**src/rtl/riscv_pkg.sv**
```systemverilog
`default_nettype none
// ============================================================================
// Module  : riscv_pkg
// Purpose : Shared types and constants for the RISC-V instruction fetch path.
// Rev     : 1.0  initial release
// ============================================================================
package riscv_pkg;

  typedef enum logic [1:0] {
    IF_IDLE = 2'd0,
    IF_ADDR = 2'd1,
    IF_DATA = 2'd2,
    IF_RESP = 2'd3
  } if_fetch_state_e;

  localparam logic [1:0]  AXI_RESP_OKAY    = 2'b00;
  localparam logic [2:0]  AXI_ARPROT_INSTR = 3'b100;
  localparam logic [31:0] RV_NOP           = 32'h0000_0013;

endpackage
`default_nettype wire

```
**src/rtl/riscv_if_instr_lane_sel.sv**
```systemverilog
`default_nettype none
// ============================================================================
// Module  : riscv_if_instr_lane_sel
// Purpose : Picks the 32-bit instruction lane out of an AXI-Lite read beat.
// Rev     : 1.0  initial release
// ============================================================================
module riscv_if_instr_lane_sel #(
  parameter int DATA_WIDTH = 64
) (
  input  logic [DATA_WIDTH-1:0] rdata,
  input  logic                  pc_bit2,
  output logic [31:0]           instr
);

  if (DATA_WIDTH == 64) begin : g_dw64
    assign instr = pc_bit2 ? rdata[63:32] : rdata[31:0];
  end else begin : g_dw32
    // A 32-bit bus carries exactly one instruction, so the PC bit is irrelevant.
    logic unused_pc_bit2;
    assign unused_pc_bit2 = pc_bit2;
    assign instr          = rdata[31:0];
  end

endmodule
`default_nettype wire

```
**src/rtl/riscv_if_instr_fetch_axil.sv**
```systemverilog
`default_nettype none
// ============================================================================
// Module  : riscv_if_instr_fetch_axil
// Purpose : Single-outstanding AXI-Lite instruction fetcher with PC stall.
//           Optional macro RISCV_IF_FETCH_ERR_TRAP_EN reports bus errors.
// Rev     : 1.0  initial release
// ============================================================================
module riscv_if_instr_fetch_axil
  import riscv_pkg::*;
#(
  parameter int ADDR_WIDTH = 64,
  parameter int DATA_WIDTH = 64
) (
  input  logic                  clk,
  input  logic                  nreset,
  input  logic                  enable,
  input  logic [DATA_WIDTH-1:0] i_pc,
  input  logic                  i_hold,
  output logic                  o_stall,
  output logic [31:0]           o_instr,
  output logic                  o_instr_valid,
  output logic [DATA_WIDTH-1:0] o_instr_pc,
  output logic                  o_fetch_err,
  output logic [ADDR_WIDTH-1:0] m_araddr,
  output logic [2:0]            m_arprot,
  output logic                  m_arvalid,
  input  logic                  m_arready,
  input  logic [DATA_WIDTH-1:0] m_rdata,
  input  logic [1:0]            m_rresp,
  input  logic                  m_rvalid,
  output logic                  m_rready
);

  localparam int OFF_BITS = $clog2(DATA_WIDTH / 8);

  localparam logic [1:0] ST_IDLE = IF_IDLE;
  localparam logic [1:0] ST_ADDR = IF_ADDR;
  localparam logic [1:0] ST_DATA = IF_DATA;
  localparam logic [1:0] ST_RESP = IF_RESP;

  logic [1:0]            state;
  logic [DATA_WIDTH-1:0] pc_q;
  logic [ADDR_WIDTH-1:0] araddr_q;
  logic [ADDR_WIDTH-1:0] araddr_d;
  logic [31:0]           instr_q;
  logic [31:0]           lane_instr;
  logic                  err_q;
  logic                  fetch_err_d;

  // Bus-aligned address: the beat always covers the whole data word.
  assign araddr_d = {i_pc[ADDR_WIDTH-1:OFF_BITS], {OFF_BITS{1'b0}}};

  if (ADDR_WIDTH < DATA_WIDTH) begin : g_pc_hi_unused
    logic unused_pc_hi;
    assign unused_pc_hi = ^i_pc[DATA_WIDTH-1:ADDR_WIDTH];
  end

`ifdef RISCV_IF_FETCH_ERR_TRAP_EN
  assign fetch_err_d = (m_rresp != AXI_RESP_OKAY);
`else
  logic unused_rresp;
  assign unused_rresp = ^m_rresp;
  assign fetch_err_d  = 1'b0;
`endif

  riscv_if_instr_lane_sel #(
    .DATA_WIDTH (DATA_WIDTH)
  ) u_lane_sel (
    .rdata   (m_rdata),
    .pc_bit2 (pc_q[2]),
    .instr   (lane_instr)
  );

  always_ff @(posedge clk or negedge nreset) begin
    if (!nreset) begin
      state    <= ST_IDLE;
      pc_q     <= '0;
      araddr_q <= '0;
      instr_q  <= '0;
      err_q    <= 1'b0;
    end else begin
      case (state)
        ST_IDLE: begin
          if (enable) begin
            pc_q     <= i_pc;
            araddr_q <= araddr_d;
            state    <= ST_ADDR;
          end
        end
        ST_ADDR: begin
          if (m_arready) begin
            state <= ST_DATA;
          end
        end
        ST_DATA: begin
          if (m_rvalid) begin
            instr_q <= fetch_err_d ? RV_NOP : lane_instr;
            err_q   <= fetch_err_d;
            state   <= ST_RESP;
          end
        end
        ST_RESP: begin
          if (!i_hold) begin
            err_q <= 1'b0;
            state <= ST_IDLE;
          end
        end
        default: state <= ST_IDLE;
      endcase
    end
  end

  // Stall is a decode of registered state and i_hold only, never of i_pc.
  assign o_stall       = !((state == ST_RESP) && !i_hold);
  assign o_instr_valid = (state == ST_RESP);
  assign o_instr       = instr_q;
  assign o_instr_pc    = pc_q;
  assign o_fetch_err   = err_q;
  assign m_araddr      = araddr_q;
  assign m_arprot      = AXI_ARPROT_INSTR;
  assign m_arvalid     = (state == ST_ADDR);
  assign m_rready      = (state == ST_DATA);

endmodule
`default_nettype wire
```
**config.mk**
```make
export PLATFORM = sky130hd
export DESIGN_NAME = riscv_if_instr_fetch_axil
export DESIGN_NICKNAME = d
export VERILOG_FILES = /design/src/rtl/riscv_pkg.sv /design/src/rtl/riscv_if_instr_lane_sel.sv /design/src/rtl/riscv_if_instr_fetch_axil.sv
export SDC_FILE = /design/constraint.sdc
export NUM_CORES = 1
export LEC_CHECK = 0
export CAP_MARGIN = 20
export CORE_ASPECT_RATIO = 1.1
export CORE_MARGIN = 2
export CORE_UTILIZATION = 35
export CTS_CLUSTER_SIZE = 24
export DETAILED_ROUTE_END_ITERATION = 10
export HOLD_SLACK_MARGIN = 0.05
export PLACE_DENSITY_LB_ADDON = 0.3
export SYNTH_ARGS = -nofsm -noshare
export SYNTH_HDL_FRONTEND = slang
export SYNTH_SLANG_ARGS = --single-unit
```
**constraint.sdc**
```tcl
create_clock -name clk -period 1.8 [get_ports clk]
set_input_delay 0.27 -clock clk [delete_from_list [all_inputs] [get_ports clk]]
set_output_delay 0.27 -clock clk [all_outputs]
set_load 0.03 [all_outputs]
```
# Word level (Yosys, flattened, before mapping)
# Cells that the tools add are included.
[classes]
n_eq_ne = 7
n_mux = 9
n_reduce_logical = 9
[op_table]
columns = ["op", "n"]
rows = [
  ["32-bit 2-to-1 mux", 1],
  ["2-bit 2-to-1 mux", 4],
  ["2-bit case mux with 4 select lines", 1],
  ["2-bit != test, second input constant", 3],
  ["2-bit equality test, second input constant", 2],
  ["2-bit AND reduction", 2],
  ["4-bit AND reduction", 1],
  ["3-bit AND reduction", 1],
  ["2-bit by 1-bit equality test with 1-bit output, second input constant", 1],
  ["1-bit logical NOT", 2],
  ["2-bit logical NOT", 1],
  ["1-bit 2-to-1 mux", 2],
  ["2-bit by 1-bit != test with 1-bit output, second input constant", 1],
  ["1-bit case mux with 2 select lines", 1],
  ["2-bit nonzero test", 1],
  ["1-bit logical AND", 1],
]
[totals]
reg_bits = 160
inputBits = 136
output_inout_bits = 168
word_cells = 30

# Logic depth before layout (Yosys ltp)
[depth]
ltp_word = 3
mapped_depth = 7
ltp_nobuf = 5

# Modules after synthesis
# From an unflattened synthesis, not the netlist that was laid out.
[unflattened]
hier_cells = 326
hier_area_um2 = 4863.4
[modules_own_cells]
columns = ["module", "n_inst", "cells_each", "area_each_um2", "seq_area_each_um2"]
rows = [
  ["riscv_if_instr_fetch_axil", 1, 290, 4319.1, 2452.4],
  ["riscv_if_instr_lane_sel", 1, 36, 544.3, 0.0],
]

# Least setup slack after synthesis
# No wires, ideal clock.
[synth_timing]
kind = "register to register"
from = "register state[1]"
to = "register state[1]"
setup_ps = 128
arrival_time_ps = 1468
t_required_ps = 1672
setup_slack_ps = 204
stages_incl_launch_ff = 6
n_path_buf = 0
period_less_slack_ps = 1596
path_cell_list = "dfrtp_1 inv_1 ha_1 inv_1 o2111ai_1 mux2_1"
[synth_between]
elab_chain_cells = 3
elab_cells_between_ends = 10
cone_classes = "eq/ne: 7; mux: 1; reduce/logical: 2"
[synth_lines]
columns = ["element", "line_no", "rtl"]
rows = [
  ["start: declaration", "riscv_if_instr_fetch_axil.sv:41", "logic [1:0] state;"],
  ["start signal: assignment", "riscv_if_instr_fetch_axil.sv:76", "state <= ST_IDLE;"],
  ["start signal: assignment", "riscv_if_instr_fetch_axil.sv:87", "state <= ST_ADDR;"],
  ["start signal: assignment", "riscv_if_instr_fetch_axil.sv:92", "state <= ST_DATA;"],
  ["2-bit by 1-bit equality test with 1-bit output *", "-", ""],
  ["via m_arvalid", "riscv_if_instr_fetch_axil.sv:26", "output logic m_arvalid,"],
  ["2-bit by 1-bit != test with 1-bit output (no line)", "-", ""],
  ["4-bit AND reduction (no line)", "-", ""],
]
# The timed path passes the listed nets; every way through them passes the cells marked *.
# A chain may end at the register's enable or synchronous reset.

==> impl_metrics.ini <==
[status]
status = finished clean

[route]
dr.max_layer_used = met4
vias = 3455
drc = 0
drt-initial-drc-count = 101
met3_length_um = 810
route.met2.wl_mm = 6.711
dr.pass1.iters = 4
via_per_inst = 4.564
wl_per_cell_um = 16.09
postRouteWirelength_mm = 12.18
m1WireLength_mm = 4.240
ant_nets = 0

[critical_path]
worstPathArrival_ps = 1470
crit_required_ps = 1530
crit_chain = clkdlybuf4s50_1
worst-r2r-cell-count = 5
worstSetupPathType = flip-flop to primary output
crit_fanout = 3
cpPeakStageDelay_ps = 710
end_kind = primary output
r2r-start = state[0]
cp_slowest_cell = clkdlybuf4s50_1
r2r_slack_ps = 170
crit_family = buffers and inverters
rr_endpoint = o_instr_pc[51]
critPathLaunchType = flip-flop
path_buf_inv = 1

[finish]
antenna_cells = 0
final_layout_size_suffix_gt1_share_pct = 15.50
syn_to_final_growth_pct = 64.73
fin_area_um2 = 7575
fin_nets = 735

[placed_design]
hpwl_mm = 9.439
gp_congestion = 0.7771
io_buffers = 294
placedInstanceArea_um2 = 7213

[sta]
slew_violations = 0
slew_headroom_pct = 65.44
hold_viol_final = 0
tightestPinTransition_ps = 518.4
clock.fmax_mhz = 574.2
clock_skew_ps = 6.226
fin_crit_sh_pct = 96.75
whs_ps = 506.0
rsz0062_at_grt = false
finalSetupTns_ps = 0
setup_viol = 0
min_period_ps = 1742

[floorplanning]
start_util_pct = 36.21
die_area_um2 = 14070
die_w_um = 113.3
die_y_um = 124.2
design.core.area_um2 = 12700
placementRows = 43
io_pins = 304

[clock_tree]
clock_latency_ps = 340
clk_pin_slew_ps = 70
postCtsSetupBuffers = 0
clk_path_buf_depth = 2
cts_root_buf = clkbuf_16
tritoncts = done
clkSinkCount = 98
htreeDepth = 3
cts_buffers = 9

[pwr]
pwr-share-clk_pct = 13.3
p_leak_nw = 3.205
switching_share_pct = 43.73
ir_drop_v = 0.001094
combPwrFrac_pct = 61.6
p_switching_w = 0.007287
intPower_w = 0.009378
seqPwrFrac_pct = 25.1
p_per_area_nw_per_um2 = 2200

[synthesis]
yosys_register_bits = 98
synth_area_um2 = 4598
synth_top_area_cell = dfrtp_1
synth_top_area_share_pct = 53.33
synth_edf_count = 0
yosysWarnings = 0
async_reset_ff_share_pct = 100.0
synth_flop_cell = dfrtp_1
post-synth-top-count-cell = dfrtp_1
netlist_instances = 363
synth_area_leaders = dfrtp_1, mux2_2, buf_4, mux2i_1, a21oi_1
ys_seq_area_share_pct = 53.33
postSynthAreaPerCell_um2 = 12.67
ys_top_cells_by_count = dfrtp_1, buf_4, mux2_2, mux2i_1, nor2_1
ys_types = 18

[global_route]
overflow = 0
grt_pass1_wl_mm = 19.61
groute.usage.overall_pct = 17.58
antenna_found_initial = 0
grt_pass1_vias = 3840
grt_max_degree = 99

[min_path]
min-delay-start = o_instr_pc[0]
holdPathStages = 1
hold_class = flip-flop to flip-flop
hold_end = o_instr_pc[0]

[job]
drv_cap = 0
-- power groups by stage --
stage | clock [W] | sequential [W] | combinational [W]
2_1_floorplan | 0 | 0.00619 | 0.00478
3_3_place_gp | 0 | 0.00416 | 0.0102
3_5_place_dp | 0 | 0.00422 | 0.0104
4_1_cts | 0.00228 | 0.00420 | 0.0104
5_1_grt | 0.00238 | 0.00437 | 0.0107
6_report | 0.00222 | 0.00418 | 0.0103
-- final cells by class --
class	instances	area, um^2
clock buffer	12	256.5
clock inverter	4	97.59
fill	1065	5122
inverter	3	11.26
multi-input combinational	181	1491
sequential	98	2454
tap	157	196.4
timing repair buffer	302	3068
-- sequential cells by signal, summed over array words and instances, names as in the netlist --
signal	cells
o_instr_pc	64
state	2
o_instr	32
-- metrics by stage --
stage | utilization (%) | instances | power (W) | setup WS (ps)
floorplan | - | 368 | 0.01097 | 204.2
detailed placement | 56.81 | 740 | 0.01457 | 140.7
finish | 59.66 | 757 | 0.01667 | 58.43
CTS | 59.66 | 757 | 0.01686 | 44.51
global placement | 56.81 | 740 | 0.01439 | 170.4
global route | 59.66 | 757 | 0.01746 | 0.9566
-- cell usage in the layout, fill, tap and decap left out --
master / count
mux2_1: 1
nand2_1: 1
nand2_4: 1
bufinv_16: 3
and2_2: 1
mux2_2: 59
mux2i_1: 33
dfrtp_2: 1
clkdlybuf4s50_1: 288
dlygate4sd2_1: 2
buf_12: 6
nand2b_1: 3
clkbuf_8: 2
dfrtp_1: 97
dlygate4sd3_1: 1
ha_1: 4
buf_4: 5
clkbuf_1: 1
nor2_1: 33
conb_1: 7
a21oi_1: 32
clkbuf_16: 9
inv_1: 3
clkinvlp_4: 1
mux2_4: 5
o2111ai_1: 1
-- how the worst max path moves through the flow --
stage,start,end,slack [ps],cells after the start
floorplan,state[1],state[1],200,5
finish,o_instr_pc[54],m_araddr[54],60,1
global route,state[1],m_arvalid,1,3
CTS,o_instr_pc[54],m_araddr[54],40,1
global placement,enable,o_instr_pc[44],170,4
detailed placement,enable,o_instr_pc[39],140,4
-- routing by layer --
metal | track usage, % | vias to the layer above
li1 | - | 1608
met1 | 18.46 | 1657
met2 | 32.58 | 159
met3 | 3.801 | 31
met4 | 8.752 | 0
met5 | 0 | -
-- repair_timing --
action,4_1_cts,5_1_grt
endpoints found under the setup margin,2,0
hold endpoints to repair,98,0
resized for setup,2,0
hold buffers,1,0
-- kinds of logic (layout without fill, tap and decap cells) --
| kind of cell | count (synthesis) | after routing | synth area share (%) |
|---|---|---|---|
| and+or+nand+nor | 39 | 39 | 3.565 |
| adders and majority gates | 4 | 4 | 1.088 |
| AOI/OAI and AO/OA | 33 | 33 | 3.673 |
| other | 2 | 7 | 0.1633 |
| DFF | 98 | 98 | 53.33 |
| muxes | 98 | 98 | 23.51 |
| buffers and inverters | 89 | 321 | 14.67 |
Power figures use the tool's default switching activity.
